===== config.mk =====
export PLATFORM = sky130hd
export DESIGN_NAME = fb_write_arbiter
export DESIGN_NICKNAME = d
export VERILOG_FILES = /design/src/rtl/fb_pkg.sv /design/src/rtl/fb_rr_arb2.sv /design/src/rtl/fb_write_arbiter.sv
export SDC_FILE = /design/constraint.sdc
export NUM_CORES = 1
export LEC_CHECK = 0
export BUFFER_PORTS_ARGS = -buffer_cell sky130_fd_sc_hd__buf_2
export CORE_ASPECT_RATIO = 1.5
export CORE_UTILIZATION = 43
export DETAILED_ROUTE_END_ITERATION = 10
export HOLD_SLACK_MARGIN = 0.02
export PLACE_DENSITY = 0.84
export SLEW_MARGIN = 20
export SYNTH_ARGS = -nofsm -noshare
export SYNTH_HDL_FRONTEND = slang
export SYNTH_HIERARCHICAL = 1
export SYNTH_SLANG_ARGS = --single-unit

===== constraint.sdc =====
create_clock -name CLOCK_50 -period 2.25 [get_ports CLOCK_50]
set_input_delay 0.225 -clock CLOCK_50 [delete_from_list [all_inputs] [get_ports CLOCK_50]]
set_output_delay 0.225 -clock CLOCK_50 [all_outputs]
set_load 0.05 [all_outputs]

===== src/rtl/fb_pkg.sv =====
// Shared types and default geometry for the framebuffer write path.
// 320x200 words of 24-bit RGB.
package fb_pkg;

   localparam int FB_WORDS = 64000;
   localparam int ADR_W    = 16;
   localparam int DAT_W    = 24;

   typedef enum logic {
      ARB,
      CLEAR
   } state_t;

   typedef enum logic {
      REQ_CPU,
      REQ_TXT
   } req_id_t;

endpackage


===== src/rtl/fb_rr_arb2.sv =====
// Two-way round-robin grant between CPU and text renderer.
// Grants are combinational; last_grant moves only on a transfer.
module fb_rr_arb2
   import fb_pkg::*;
(
   input  logic clk,
   input  logic rst,
   input  logic en,
   input  logic cpu_valid,
   input  logic txt_valid,
   output logic gnt_cpu,
   output logic gnt_txt
);

   req_id_t last_grant;

   always_comb begin
      gnt_cpu = en && cpu_valid &&
                (!txt_valid || last_grant == REQ_TXT);
      gnt_txt = en && txt_valid &&
                (!cpu_valid || last_grant == REQ_CPU);
   end

   always_ff @(posedge clk or posedge rst) begin
      if (rst) begin
         last_grant <= REQ_TXT;
      end else if (gnt_cpu) begin
         last_grant <= REQ_CPU;
      end else if (gnt_txt) begin
         last_grant <= REQ_TXT;
      end
   end

endmodule


===== src/rtl/fb_write_arbiter.sv =====
// Framebuffer write arbiter: CPU and text renderer share one write port.
// Optional clear-screen engine is built when FB_CLEAR_EN is defined.
module fb_write_arbiter #(
   parameter int FB_WORDS = fb_pkg::FB_WORDS,
   parameter int ADR_W    = fb_pkg::ADR_W,
   parameter int DAT_W    = fb_pkg::DAT_W
) (
   input  logic             CLOCK_50,
   input  logic             rst,
   input  logic             cpu_valid,
   output logic             cpu_ready,
   input  logic [ADR_W-1:0] cpu_adr,
   input  logic [DAT_W-1:0] cpu_d,
   input  logic             txt_valid,
   output logic             txt_ready,
   input  logic [ADR_W-1:0] txt_adr,
   input  logic [DAT_W-1:0] txt_d,
   input  logic             clr_start,
   input  logic [DAT_W-1:0] clr_color,
   output logic             clr_busy,
   output logic             clr_done,
   output logic             fb_we,
   output logic [ADR_W-1:0] fb_wadr,
   output logic [DAT_W-1:0] fb_d,
   output logic             adr_err
);
   import fb_pkg::*;

   localparam logic [ADR_W:0] ADR_LIM = (ADR_W+1)'(FB_WORDS);

   logic             arb_en;
   logic             gnt_cpu;
   logic             gnt_txt;
   logic             xfer;
   logic             req_ok;
   logic [ADR_W-1:0] req_adr;
   logic [DAT_W-1:0] req_d;
   logic             we_nx;
   logic [ADR_W-1:0] adr_nx;
   logic [DAT_W-1:0] d_nx;

   fb_rr_arb2 u_arb (
      .clk       (CLOCK_50),
      .rst       (rst),
      .en        (arb_en),
      .cpu_valid (cpu_valid),
      .txt_valid (txt_valid),
      .gnt_cpu   (gnt_cpu),
      .gnt_txt   (gnt_txt)
   );

   assign cpu_ready = gnt_cpu;
   assign txt_ready = gnt_txt;
   assign xfer      = gnt_cpu || gnt_txt;
   assign req_adr   = gnt_cpu ? cpu_adr : txt_adr;
   assign req_d     = gnt_cpu ? cpu_d : txt_d;
   assign req_ok    = {1'b0, req_adr} < ADR_LIM;

`ifdef FB_CLEAR_EN

   localparam logic [ADR_W-1:0] ADR_LAST = ADR_W'(FB_WORDS - 1);

   state_t           state;
   state_t           state_nx;
   logic [ADR_W-1:0] clr_cnt;
   logic [ADR_W-1:0] cnt_nx;
   logic [DAT_W-1:0] clr_col;

   // clr_start steals the cycle so no requester transfers alongside it
   assign arb_en   = state == ARB && !clr_start && !rst;
   assign clr_busy = state == CLEAR;
   assign clr_done = state == CLEAR && clr_cnt == ADR_LAST;

   always_comb begin
      state_nx = state;
      cnt_nx   = clr_cnt;
      we_nx    = 1'b0;
      adr_nx   = fb_wadr;
      d_nx     = fb_d;
      unique case (state)
         ARB: begin
            if (clr_start) begin
               state_nx = CLEAR;
               cnt_nx   = '0;
               we_nx    = 1'b1;
               adr_nx   = '0;
               d_nx     = clr_color;
            end else if (xfer && req_ok) begin
               we_nx  = 1'b1;
               adr_nx = req_adr;
               d_nx   = req_d;
            end
         end
         CLEAR: begin
            if (clr_cnt == ADR_LAST) begin
               state_nx = ARB;
            end else begin
               cnt_nx = clr_cnt + 1'b1;
               we_nx  = 1'b1;
               adr_nx = clr_cnt + 1'b1;
               d_nx   = clr_col;
            end
         end
      endcase
   end

   always_ff @(posedge CLOCK_50 or posedge rst) begin
      if (rst) begin
         state   <= ARB;
         clr_cnt <= '0;
         clr_col <= '0;
      end else begin
         state   <= state_nx;
         clr_cnt <= cnt_nx;
         if (state == ARB && clr_start) begin
            clr_col <= clr_color;
         end
      end
   end

`else

   logic unused_clr;

   assign unused_clr = ^{clr_start, clr_color};
   assign arb_en     = !rst;
   assign clr_busy   = 1'b0;
   assign clr_done   = 1'b0;

   always_comb begin
      we_nx  = 1'b0;
      adr_nx = fb_wadr;
      d_nx   = fb_d;
      if (xfer && req_ok) begin
         we_nx  = 1'b1;
         adr_nx = req_adr;
         d_nx   = req_d;
      end
   end

`endif

   always_ff @(posedge CLOCK_50 or posedge rst) begin
      if (rst) begin
         fb_we   <= 1'b0;
         fb_wadr <= '0;
         fb_d    <= '0;
         adr_err <= 1'b0;
      end else begin
         fb_we   <= we_nx;
         fb_wadr <= adr_nx;
         fb_d    <= d_nx;
         if (xfer && !req_ok) begin
            adr_err <= 1'b1;
         end
      end
   end

endmodule


==> results.tsv, run 1 <==
stage	metric	value	unit
run_status	status	finished, final reports clean	
yosys	synth_cells	254	
finish	fin_cells	451	
sta	fin_setup_tns	0	ns
clocking	cts_tree	built	
critical_path	cp_data_arrival_time	2.34	ns
floorplan	io_pins	155	
global_routing	grt_max_degree	41	
clocking	cts.clk_slew.worst_paths	0.08	ns
global_routing	grt_first_pass_wirelength	11270	um
route	initialDrtViolationCount	62	
power_and_ir_drop	power_switching	1279	uW
critical_path	critPathRequiredTime	2.45	ns
finish	antennaDiodeCount	0	
placement	place_congestion	0.8095	
sta	hold_violations	0	
floorplan	rows	33	
power_and_ir_drop	internal_power	1523	uW
sta	period_share	95.06	%
power_and_ir_drop	p_leak	0.001606	uW
global_routing	antenna_found_initial	0	
yosys	ys_seq_area_share	43.95	%
route	via_per_inst	5.712	
power_and_ir_drop	peakVddDrop	0.0004225	V
floorplan	core_area	5492	um2
placement	dp_hpwl	5148	um
clocking	cts_num_sinks	43	
sta	rsz0062_at_grt	false	
power_and_ir_drop	combPwrFrac	45.1	%
finish	final_util	61.04	%
yosys	synthDistinctLibCells	30	
power_and_ir_drop	pwr-share-seq	37.2	%
critical_path	crit_type	input port to flip-flop	
worst_hold_path	hold_path.class	input port to flip-flop	
clocking	cts_buffer_depth	2	
clocking	cts_inserted_buffers	5	
sta	fmax	0.4675	GHz
floorplan	start_util	44.63	%
critical_path	r2r_cells	8	
global_routing	track_usage	23.65	%
sta	min_period	2.139	ns
sta	fin_worst_skew	0.003132	ns
finish	final_cell_mix	buf_2, dfrtp_1, o2111ai_1	
route	vias	2576	
finish	mostFrequentLayoutCell	buf_2	
power_and_ir_drop	powerDensity	835.9	nW/um2
critical_path	cp-start-kind	input port	
sta	setup_violations	0	
yosys	netlist_area	2451	um2
yosys	ys_ff_latch	43	
floorplan	dieHeight	94.47	um
global_routing	first_global_vias	2539	
sta	final-max-slew-violation-count	0	
clocking	clock-root-buffer	clkbuf_8	
finish	final_nets	490	
floorplan	dieArea	6013	um2
worst_hold_path	hold_depth	3	
yosys	avgSynthCellArea	9.650	um2
finish	area_growth	36.75	%
route	wl_per_cell	15.61	um
route	drc_errors	0	
route	drt-pass1-iter-count	4	
finish	drive_gt1_share	44.62	%
route	routed_wl	7038	um
clocking	htree_levels	2	
power_and_ir_drop	power_frac_clock	17.7	%
floorplan	die_w	63.65	um
critical_path	endpoint_kind	flip-flop	
route	ant_nets	0	
placement	portBuffers	127	
yosys	yosys_warnings	6	
global_routing	grt_overflow	0	
power_and_ir_drop	swShare	45.65	%
clocking	clock_latency	0.29	ns
critical_path	critPathMaxFanout	9	
placement	place_inst	441	
job	max_cap_violations	0	
kinds of logic after synthesis:
family	count (synthesis)	synth area share, %
compound gates	104	33.69
buf+inv	52	10.11
simple gates	51	10.67
flops	43	43.95
mux	3	1.429
other cells	1	0.1530
stage by stage:
stage	setup slack [ns]	power (uW)	hold WS, ns	area (um2)
2_1_floorplan	-0.1810	1971	0.1147	2544
3_3_place_gp	0.2228	2287	0.2585	3232
3_5_place_dp	0.1508	2318	0.2578	3232
4_1_cts	0.05312	2820	0.1893	3329
5_1_grt	0.01294	2936	0.2028	3352
6_report	0.1111	2802	0.1906	3352
cell usage after synthesis (all sizes together):
master,count,area [um2]
a2111oi,1,8.760
a21o,1,7.510
a21oi,4,23.77
a22oi,1,7.510
a31oi,21,131.4
and2,21,131.4
and3,1,6.260
and4,1,8.760
and4b,1,10.01
buf,13,101.3
clkbuf,16,60.06
conb,1,3.750
dfrtp,42,1051
dfstp,1,26.28
inv,23,86.33
mux2,1,15.01
mux2i,2,20.02
nand2,20,75.07
nor2,5,18.77
nor3,1,5.000
o2111ai,34,297.8
o211ai,17,127.6
o21ai,3,26.28
o221a,1,11.26
o2bb2ai,21,183.9
or2,1,6.260
metal layers:
metal / track usage, % / vias up / share of wire [%]
li1: - / 1213 / -
met1: 26.48 / 1244 / 39
met2: 45.57 / 110 / 54
met3: 3.744 / 9 / 5.4
met4: 6.061 / 0 / 1.2
met5: 0 / - / 0
final timing paths:
kind	from	endpoint	slack [ns]
setup reg to reg	u_arb/last_grant$_DFFE_PP1P_	fb_wadr[13]$_DFFE_PP0P_	0.20
min in group asynchronous	rst	u_arb/last_grant$_DFFE_PP1P_	0.50
max in group asynchronous	rst	fb_d[15]$_DFFE_PP0P_	1.40
setup / recovery	rst	fb_wadr[13]$_DFFE_PP0P_	0.11
hold / removal	cpu_d[1]	fb_d[1]$_DFFE_PP0P_	0.19
hold reg to reg	adr_err$_DFFE_PP0P_	adr_err$_DFFE_PP0P_	0.46
power by group through the flow:
stage / combinational (uW) / sequential [uW] / clock [uW]
floorplan: 352 / 1620 / 0
global placement: 1240 / 1050 / 0
detailed placement: 1260 / 1060 / 0
CTS: 1270 / 1040 / 512
global route: 1340 / 1070 / 534
finish: 1260 / 1040 / 495
repair_timing:
action                                  4_1_cts  5_1_grt
hold endpoints to repair                      9        0
hold buffers                                  1        0
gates resized for setup                       0        2
buffers inserted                              0        2
endpoints found under the setup margin        0       12
cell type report:
class	count	area, um2
Fill cell	499	2140
Multi-Input combinational cell	160	1191
Sequential cell	43	1077
Timing Repair Buffer	148	815.8
Inverter	23	92.59
Tap cell	70	87.58
Clock buffer	6	82.58
Clock inverter	1	5.005
critical path: stages:
cell and delay [ns]:
dlygate4sd3_1 0.53, buf_2 0.14, clkinvlp_4 0.09, nand2_2 0.06
a21oi_4 0.17, buf_4 0.15, inv_4 0.03, mux2_4 0.31
or2_1 0.25, buf_4 0.18, o2111ai_1 0.19
state kept, by name, summed over array words and instances, names as in the netlist:
register,count
fb_we,1
u_arb/last_grant,1
fb_wadr,16
adr_err,1
fb_d,24
No activity file was read; power rests on OpenSTA's default activity.
==> run 2: changes to the inputs <==
--- a/config.mk
+++ b/config.mk
@@ -10,9 +10,8 @@
 export CORE_UTILIZATION = 43
 export DETAILED_ROUTE_END_ITERATION = 10
 export HOLD_SLACK_MARGIN = 0.02
-export PLACE_DENSITY = 0.84
+export PLACE_DENSITY_LB_ADDON = 0.1
 export SLEW_MARGIN = 20
 export SYNTH_ARGS = -nofsm -noshare
 export SYNTH_HDL_FRONTEND = slang
-export SYNTH_HIERARCHICAL = 1
 export SYNTH_SLANG_ARGS = --single-unit
==> run 2 against run 1 <==
Net effect:
- area after synthesis grew 3.7%
- utilization down 2.1 points
- sequential share of layout area rose by 0.64 points
- setup slack better by 0.43 ns
- via count shrank 35%
- sequential power barely moved
- register-to-register slack better by 0.38 ns
- global-route usage shrank 7.8 points
- routed wire length is 30% lower
- clock power is 2% lower
==> results.tsv, run 2 <==
stage	metric	value	unit	change
finish	mostFrequentLayoutCell	buf_2		unchanged
yosys	synth-edff-count	0		unchanged
yosys	synth_compound_area_share	3.986	%	was 33.69%
power_and_ir_drop	pwr-share-seq	35.0	%	was 37.2%
clocking	cts_resized	0		unchanged
clocking	htree_levels	2		unchanged
sta	rsz0062_at_grt	false		unchanged
yosys	synth_cells	154		was 254
floorplan	rows	33		unchanged
finish	drive_gt1_share	78.60	%	was 44.62%
finish	regArea	1077	um2	unchanged
finish	final_nets	394		was 490
route	vias	1667		was 2576
worst_hold_path	hold_path.class	input port to asynchronous set/reset pin		was input port to flip-flop
finish	antennaDiodeCount	0		unchanged
yosys	yosys_warnings	0		was 6
job	max_cap_violations	0		unchanged
power_and_ir_drop	power	3006	uW	was 2802 uW
route	via_per_inst	4.696		was 5.712
finish	reg_top3	fb_d x24, fb_wadr x16		unchanged
power_and_ir_drop	swShare	42.15	%	was 45.65%
yosys	synth_fa_ha_area_share	0	%	unchanged
placement	place_congestion	0.6722		was 0.8095
finish	area_growth	29.28	%	was 36.75%
sta	final-max-slew-violation-count	0		unchanged
yosys	synthXorXnorAreaFrac	0	%	unchanged
critical_path	critPathRequiredTime	2.03	ns	was 2.45 ns
global_routing	antenna_found_initial	0		unchanged
power_and_ir_drop	peakVddDrop	0.0004816	V	was 0.0004225 V
critical_path	endpoint_kind	output pin		was flip-flop
route	drt-pass1-iter-count	4		unchanged
power_and_ir_drop	powerDensity	914.7	nW/um2	was 835.9 nW/um2
route	wl_per_cell	13.91	um	was 15.61 um
finish	final_util	58.97	%	was 61.04%
finish	nFillCells	491		was 499
clocking	cts_inserted_buffers	5		unchanged
sta	hold_violations	0		unchanged
finish	final_cell_mix	buf_2, mux2_4, dfrtp_1		was buf_2, dfrtp_1, o2111ai_1
clocking	cts_tree	built		unchanged
route	ant_nets	0		unchanged
power_and_ir_drop	power_switching	1267	uW	was 1279 uW
yosys	synthDistinctLibCells	22		was 30
yosys	yosysTopAreaCell	mux2_4		was dfrtp_1
sta	slew_headroom	64.16	%	
yosys	synth_top_area_share	43.11	%	was 42.88%
route	drc_errors	0		unchanged
sta	fmax	0.5843	GHz	was 0.4675 GHz
yosys	ys_seq_area_share	42.37	%	was 43.95%
critical_path	crit_type	flip-flop to output pin		was input port to flip-flop
clocking	cts.clk_slew.worst_paths	0.07	ns	was 0.08 ns
floorplan	io_pins	155		unchanged
clocking	clock_latency	0.29	ns	about the same
yosys	netlist_top_cells_area	mux2_4, dfrtp_1, buf_12		was dfrtp_1, o2111ai_1, o2bb2ai_1
yosys	ys_ff_latch	43		unchanged
power_and_ir_drop	internal_power	1739	uW	was 1523 uW
finish	largest_reg_flops	24		unchanged
route	initialDrtViolationCount	43		was 62
critical_path	cp-start-kind	flip-flop		was input port
floorplan	core_area	5574	um2	was 5492 um2
placement	portBuffers	127		unchanged
yosys	synth_most_common_cell	mux2_4		was dfrtp_1
yosys	netlist_area	2542	um2	was 2451 um2
sta	fin_setup_tns	0	ns	unchanged
global_routing	grt_overflow	0		unchanged
clocking	cts_num_sinks	43		unchanged
sta	min_period	1.711	ns	was 2.139 ns
yosys	async_flop_share	100.0	%	unchanged
yosys	avgSynthCellArea	16.51	um2	was 9.650 um2
critical_path	rrSetupSlack	0.58	ns	was 0.20 ns
clocking	clock-root-buffer	clkbuf_8		unchanged
sta	period_share	76.06	%	was 95.06%
yosys	synthMuxAreaShare	45.67	%	was 1.429%
placement	dp_hpwl	3610	um	was 5148 um
global_routing	grt_max_degree	44		was 41
finish	regMostFlops	fb_d		unchanged
floorplan	die_w	64.79	um	was 63.65 um
yosys	synth_top_family_by_area	multiplexers		was compound AO/OA/AOI/OAI gates
floorplan	dieHeight	96.18	um	was 94.47 um
yosys	synth-simple-area-share	1.870	%	was 10.67%
clocking	postCtsSetupBuffers	0		unchanged
critical_path	cp_data_arrival_time	1.49	ns	was 2.34 ns
finish	multi_input_area	1318	um2	was 1191 um2
clocking	cts_buffer_depth	2		unchanged
yosys	yosys_most_used_dff	dfrtp_1		unchanged
floorplan	dieArea	6231	um2	was 6013 um2
global_routing	track_usage	15.85	%	was 23.65%
critical_path	critPathMaxFanout	13		was 9
global_routing	grt_first_pass_wirelength	7583	um	was 11270 um
run_status	status	finished, final reports clean		unchanged
sta	fin_worst_skew	0.004373	ns	was 0.003132 ns
floorplan	start_util	45.61	%	was 44.63%
sta	worst_pin_slew	0.5376	ns	
yosys	yosys-top-cells-count	mux2_4, dfrtp_1		was dfrtp_1, o2111ai_1, inv_1
sta	setup_violations	0		unchanged
power_and_ir_drop	combPwrFrac	48.8	%	was 45.1%
route	routed_wl	4938	um	was 7038 um
power_and_ir_drop	p_leak	0.001806	uW	was 0.001606 uW
global_routing	first_global_vias	1671		was 2539
clocking	hold_buffers	0		was 1
power_and_ir_drop	power_frac_clock	16.2	%	was 17.7%
-- run 2: cell families (layout without fill, tap and decap cells) --
group | count (synthesis) | in the layout
compound gates | 10 | 10
buf+inv | 13 | 143
flops | 43 | 43
mux | 79 | 79
other cells | 1 | 2
simple gates | 8 | 8
-- run 2: area by class of cell --
cell class	instances	share of cell area, %
sequential	43	32.77
multi-input combinational	99	40.08
clock inverter	1	0.1523
inverter	3	0.3426
timing repair buffer	133	21.47
clock buffer	6	2.512
tap	70	2.665
-- run 2: path summary, 6_finish.rpt --
path	cells past startpoint	from	end
worst max-delay path	4	u_arb.last_grant$_DFFE_PP1P_	cpu_ready
min in group CLOCK_50	3	txt_valid	u_arb.last_grant$_DFFE_PP1P_
worst max register to register	4	u_arb.last_grant$_DFFE_PP1P_	fb_wadr[5]$_DFFE_PP0P_
worst min-delay path	3	rst	fb_wadr[11]$_DFFE_PP0P_
worst min register to register	1	adr_err$_DFFE_PP0P_	adr_err$_DFFE_PP0P_
max in group asynchronous	3	rst	fb_d[13]$_DFFE_PP0P_
-- run 2: power by group through the flow --
stage / combinational (uW) / clock, uW / sequential, uW
floorplan: 526 / 0 / 1700
global placement: 1470 / 0 / 1060
detailed placement: 1480 / 0 / 1060
CTS: 1480 / 506 / 1050
global route: 1530 / 528 / 1070
finish: 1470 / 486 / 1050
-- run 2: metal layers --
metal / track usage (%) / vias to the layer above / share of wire (%)
met2: 27.08 / 73 / 49
met4: 5.556 / 0 / 1.3
li1: - / 811 / -
met5: 0 / - / 0
met3: 3.199 / 6 / 6.3
met1: 19.63 / 777 / 44
-- run 2: stage by stage --
stage          setup WS (ns)  cells  area (um2)  hold WS (ns)
2_1_floorplan         0.2106    155        2546        0.3785
3_3_place_gp          0.5426    348        3199        0.4413
3_5_place_dp          0.5466    348        3199        0.4500
4_1_cts               0.5192    355        3287        0.1503
5_1_grt               0.4665    355        3287        0.1841
6_report              0.5386    355        3287        0.1367
-- run 2: worst max-delay path, stage by stage, from the launching register on --
cell,delay [ns]
dfstp_2,0.59
o21ai_4,0.08
buf_4,0.21
inv_1,0.06
buf_2,0.25
